**src/rtl/multicycle_alu.sv**
```systemverilog
// Handshaked multi-cycle ALU: single-cycle logic ops, iterative shift-add multiply,
// bit-serial shift/rotate. Results and flags load together on the DONE edge.
module multicycle_alu #(
    parameter int unsigned WIDTH = 8
) (
    input  logic             clk,
    input  logic             rst_n,
    input  logic             start,
    input  logic [2:0]       select,
    input  logic [WIDTH-1:0] data1,
    input  logic [WIDTH-1:0] data2,
    output logic             busy,
    output logic             done,
    output logic [WIDTH-1:0] result,
    output logic             zero,
    output logic             carry,
    output logic             overflow
);

    localparam int unsigned      CW       = $clog2(WIDTH + 1);
    localparam logic [WIDTH-1:0] W_VAL    = WIDTH'(WIDTH);
    localparam logic [CW-1:0]    CNT_LAST = CW'(WIDTH - 1);
    localparam logic [CW-1:0]    CNT_MAX  = CW'(WIDTH);

    typedef enum logic {IDLE, RUN} state_t;
    typedef enum logic [2:0] {
        OP_FWD  = 3'b000,
        OP_ADD  = 3'b001,
        OP_AND  = 3'b010,
        OP_OR   = 3'b011,
        OP_MULT = 3'b100,
        OP_SL   = 3'b101,
        OP_SRA  = 3'b110,
        OP_ROR  = 3'b111
    } op_t;

    state_t           state_q, state_d;
    op_t              op_q, op_d;
    logic [WIDTH-1:0] work_q, work_d;
    logic [WIDTH-1:0] opb_q, opb_d;
    logic [WIDTH-1:0] acc_q, acc_d;
    logic [CW-1:0]    cnt_q, cnt_d;
    logic             done_d, zero_d, carry_d, overflow_d;
    logic [WIDTH-1:0] result_d;

    logic [WIDTH:0]   sum_c;
    logic [WIDTH-1:0] mac_c, shifted_c, res_c;
    logic [CW-1:0]    n_c;
    logic             fin_c, cout_c, ovf_c;

    // work_q holds operand A, the multiplicand (shifted left) or the shift value.
    assign sum_c = {1'b0, work_q} + {1'b0, opb_q};
    assign mac_c = acc_q + (opb_q[0] ? work_q : '0);
    assign busy  = (state_q == RUN);

    always_comb begin
        case (op_q)
            OP_SL:   shifted_c = {work_q[WIDTH-2:0], 1'b0};
            OP_SRA:  shifted_c = {work_q[WIDTH-1], work_q[WIDTH-1:1]};
            default: shifted_c = {work_q[0], work_q[WIDTH-1:1]};
        endcase
    end

    // Effective shift/rotate count, resolved once at accept time.
    always_comb begin
        case (select)
            OP_SL, OP_SRA: n_c = (data2 >= W_VAL) ? CNT_MAX : CW'(data2);
            OP_ROR:        n_c = CW'(data2 % W_VAL);
            default:       n_c = '0;
        endcase
    end

    always_comb begin
        state_d    = state_q;
        op_d       = op_q;
        work_d     = work_q;
        opb_d      = opb_q;
        acc_d      = acc_q;
        cnt_d      = cnt_q;
        done_d     = 1'b0;
        result_d   = result;
        zero_d     = zero;
        carry_d    = carry;
        overflow_d = overflow;
        fin_c      = 1'b0;
        res_c      = '0;
        cout_c     = 1'b0;
        ovf_c      = 1'b0;

        case (state_q)
            IDLE: begin
                if (start) begin
                    state_d = RUN;
                    op_d    = op_t'(select);
                    work_d  = data1;
                    opb_d   = data2;
                    acc_d   = '0;
                    cnt_d   = n_c;
                end
            end
            RUN: begin
                case (op_q)
                    OP_FWD: begin
                        fin_c = 1'b1;
                        res_c = opb_q;
                    end
                    OP_ADD: begin
                        fin_c  = 1'b1;
                        res_c  = sum_c[WIDTH-1:0];
                        cout_c = sum_c[WIDTH];
                        ovf_c  = (work_q[WIDTH-1] == opb_q[WIDTH-1]) &&
                                 (sum_c[WIDTH-1] != work_q[WIDTH-1]);
                    end
                    OP_AND: begin
                        fin_c = 1'b1;
                        res_c = work_q & opb_q;
                    end
                    OP_OR: begin
                        fin_c = 1'b1;
                        res_c = work_q | opb_q;
                    end
                    OP_MULT: begin
                        // Low WIDTH bits of a signed product equal those of the unsigned one.
                        acc_d  = mac_c;
                        work_d = {work_q[WIDTH-2:0], 1'b0};
                        opb_d  = {1'b0, opb_q[WIDTH-1:1]};
                        cnt_d  = cnt_q + CW'(1);
                        if (cnt_q == CNT_LAST) begin
                            fin_c = 1'b1;
                            res_c = mac_c;
                        end
                    end
                    default: begin
                        if (cnt_q == '0) begin
                            fin_c = 1'b1;
                            res_c = work_q;
                        end else begin
                            work_d = shifted_c;
                            cnt_d  = cnt_q - CW'(1);
                        end
                    end
                endcase

                if (fin_c) begin
                    state_d    = IDLE;
                    cnt_d      = '0;
                    done_d     = 1'b1;
                    result_d   = res_c;
                    zero_d     = (res_c == '0);
                    carry_d    = cout_c;
                    overflow_d = ovf_c;
                end
            end
            default: state_d = IDLE;
        endcase
    end

    always_ff @(posedge clk or negedge rst_n) begin
        if (!rst_n) begin
            state_q  <= IDLE;
            op_q     <= OP_FWD;
            work_q   <= '0;
            opb_q    <= '0;
            acc_q    <= '0;
            cnt_q    <= '0;
            done     <= 1'b0;
            result   <= '0;
            zero     <= 1'b0;
            carry    <= 1'b0;
            overflow <= 1'b0;
        end else begin
            state_q  <= state_d;
            op_q     <= op_d;
            work_q   <= work_d;
            opb_q    <= opb_d;
            acc_q    <= acc_d;
            cnt_q    <= cnt_d;
            done     <= done_d;
            result   <= result_d;
            zero     <= zero_d;
            carry    <= carry_d;
            overflow <= overflow_d;
        end
    end

endmodule

```
**config.mk**
```make
export PLATFORM = sky130hd
export DESIGN_NAME = multicycle_alu
export DESIGN_NICKNAME = d
export VERILOG_FILES = /design/src/rtl/multicycle_alu.sv
export SDC_FILE = /design/constraint.sdc
export NUM_CORES = 1
export LEC_CHECK = 0
export ABC_CLOCK_PERIOD_IN_PS = 6200
export CAP_MARGIN = 20
export CORE_MARGIN = 4
export CORE_UTILIZATION = 40
export CTS_CLUSTER_DIAMETER = 100
export DETAILED_ROUTE_END_ITERATION = 10
export GPL_TIMING_DRIVEN = 0
export PLACE_DENSITY_LB_ADDON = 0.12
export SKIP_CTS_REPAIR_TIMING = 1
export SLEW_MARGIN = 10
export SYNTH_ARGS = -nofsm -noshare
export SYNTH_HDL_FRONTEND = slang
export SYNTH_SLANG_ARGS = --single-unit
```
**constraint.sdc**
```tcl
create_clock -name clk -period 6.2 [get_ports clk]
set_input_delay 0.93 -clock clk [delete_from_list [all_inputs] [get_ports clk]]
set_output_delay 0.93 -clock clk [all_outputs]
set_load 0.05 [all_outputs]
```
==> impl_results.md <==
- Cell Area, Synth: 3251 µm²
- TNS Setup: 0 ns
- IO Count: 35
- Max cap viols: 0
- Commonest non-fill, non-tap cell in the layout: dfrtp_1
- Slowest-stage cell, CP: a221oi_1
- Layout area overhead: 16.94%
- Worst path cell trace: ha_1, ha_1, fa_1, a211oi_1, nor2_1, xor2_1, a221oi_1, nand4_1, nor4_2, a31o_1
- Post-synthesis adder-cell area fraction: 0.1147
- Crit path top cell by count: ha_1
- Leak pwr: 1.710 nW
- Core Area: 7807 µm²
- Startpoint Class: register
- DRC: 0
- Final hold vios: 0
- Congestion Overflow GR: 0
- Post-DP HPWL: 7.089 mm
- Worst path required time: 6.43 ns
- Htree depth: 2
- Synth Area in Compound Gates: 0.2390
- Rows: 32
- Buffers on Ports: 33
- TritonRoute pass-1 iters: 4
- Post-synthesis net count: 422
- Die Span Y: 98.15 µm
- Worst slew pin tran: 0.7095 ns
- Synth cell types: 63
- Gr usage total: 0.1906
- Nets: 463
- Number of global-route vias before repair: 2805
- Vias: 2862
- Clk sinks: 44
- Overall power: 2.335 mW
- Period utilisation layout: 0.4903
- Pwr dens: 614.2 nW/µm²
- Post-Synth XOR/XNOR Area: 0.04311
- Synth warn: 0
- Slew headroom: 0.5210
- Area of the die: 9632 µm²
- Routed Antenna Nets: 0
- Status: complete, no violations
- Post-synth EDFFs: 0
- RSZ-0062 raised after global routing: no
- Largest net degree at the start of global routing: 26
- Vias/cell: 5.557
- Crit. End Element: register
- Worst-Skew Late Latency: 0.30 ns
- Area share of and/or/nand/nor cells after synthesis: 0.1597
- Die X-Extent: 98.15 µm
- Root Driver: clkbuf_8
- Clock-pin slew on the worst setup and hold paths: 0.08 ns
- Max Freq: 0.3290 GHz
- ANT cells: 0
- RD Place Congestion: 0.9651
- Slew Viols, Final: 0
- Crit Path Category: reg2reg
- Asr flop ratio synth: 1.000
- Clock Path Buffers: 2
- Final Setup Violations: 0
- Worst ir drop on vdd: 234.4 µV
- Seq cells post-synth: 44
- Top FF cell, synth: dfrtp_1
- Starting Density: 0.4163
- Mux share of post-synthesis cell area: 0.04850
- Largest family of logic cells by synthesized area: compound AO/OA/AOI/OAI gates
- Final Skew: 0.009499 ns
- CP max stage delay: 0.52 ns
- Number of DRC markers in iteration 0: 213
- Most frequent cells in the layout: dfrtp_1, nand2_1, clkdlybuf4s50_1
- WL per Instance: 17.51 µm
- Clock period minus worst slack: 3.040 ns
- Initial antenna violation count: 0
- Final wirelength: 9.020 mm
- Layout cells sized above 1: 0.07264
- Worst min path class: reg2reg
- Fill cell count: 786
- CP arrival: 3.27 ns
- CTS tree: built
- Syn Inst Count: 372
- Global-route wire length before repair: 14.55 mm
- FF-to-FF setup slack: 3.16 ns
- Core Util, Final: 0.4869
- Register area share after synthesis: 0.3387
- Syn Area/Cell: 8.738 µm²
- TritonCTS buffer count: 5
- Max FO, Critical Path: 5
per-stage QoR:
step,hold slack (ns),setup slack (ns),cells,instance area [µm²]
final,0.4887,3.160,515,3801
after global routing,0.5311,2.986,515,3801
after CTS,0.4964,3.172,515,3801
after detailed placement,0.4797,3.210,508,3724
after global placement,0.4735,2.837,507,3709
after floorplan,0.4756,3.679,372,3251
Yosys cell counts (all sizes together), types with 5 or more instances:
master / number / area share
a21oi: 26 / 0.040
clkbuf: 10 / 0.012
nand2b: 6 / 0.012
nor3: 5 / 0.0092
o21ai: 32 / 0.049
inv: 26 / 0.031
a21o: 8 / 0.019
xor2: 7 / 0.019
xnor2: 9 / 0.024
nor2: 31 / 0.037
mux2i: 9 / 0.028
buf: 8 / 0.014
nand3: 11 / 0.017
ha: 25 / 0.096
dfrtp: 44 / 0.34
nand2: 40 / 0.046
o211ai: 10 / 0.023
cell families (layout without fill, tap and decap cells):
| logic type | Yosys count | after routing |
|---|---|---|
| XOR/XNOR | 16 | 16 |
| AO/OA/AOI/OAI | 115 | 115 |
| multiplexers | 14 | 14 |
| adder cells (fa/ha/maj) | 28 | 28 |
| flip-flops | 44 | 44 |
| buffers and inverters | 44 | 85 |
| AND/OR/NAND/NOR | 111 | 111 |
final timing paths:
path	start	end	cells past startpoint
setup / recovery	opb_q[0]	zero	10
hold / removal	overflow	overflow	1
setup reg to reg	opb_q[0]	zero	10
hold reg to reg	overflow	overflow	1
max in group asynchronous	rst_n	work_q[0]	2
min in group asynchronous	rst_n	acc_q[2]	1
area by class of cell:
class | instances | area (µm²) | area share
Multi-Input combinational cell | 284 | 1967 | 0.5174
Sequential cell | 44 | 1101 | 0.2897
Timing Repair Buffer | 34 | 345.3 | 0.09085
Tap cell | 102 | 127.6 | 0.03357
Inverter | 26 | 100.1 | 0.02633
Buffer | 18 | 82.58 | 0.02172
Clock buffer | 6 | 72.57 | 0.01909
Clock inverter | 1 | 5.005 | 0.001317
sequential cells by signal, summed over array words and instances, names as in the netlist:
register  flops
overflow      1
cnt_q         4
carry         1
acc_q         8
zero          1
work_q        8
busy          1
opb_q         8
result        8
op_q          3
done          1
power breakdown:
| group | total [mW] | switching [mW] | internal [mW] |
|---|---|---|---|
| logic | 1.59 | 0.963 | 0.626 |
| clock network | 0.175 | 0.0983 | 0.0768 |
| registers | 0.571 | 0.150 | 0.421 |
| total | 2.33 | 1.21 | 1.12 |
critical path: cells and delay by family (launching register included):
family          cells  cell delay, ns
compound gates      3            0.91
xor+xnor            1            0.19
fa+ha+maj           3            0.95
flops               1            0.46
simple gates        3            0.46
per-layer routing:
metal  track usage  part of all wire
met1        0.2581              0.46
met2        0.3178              0.47
met4       0.05567             0.016
met5             0                 0
met3       0.02786             0.059
Power figures use the tool's default switching activity.
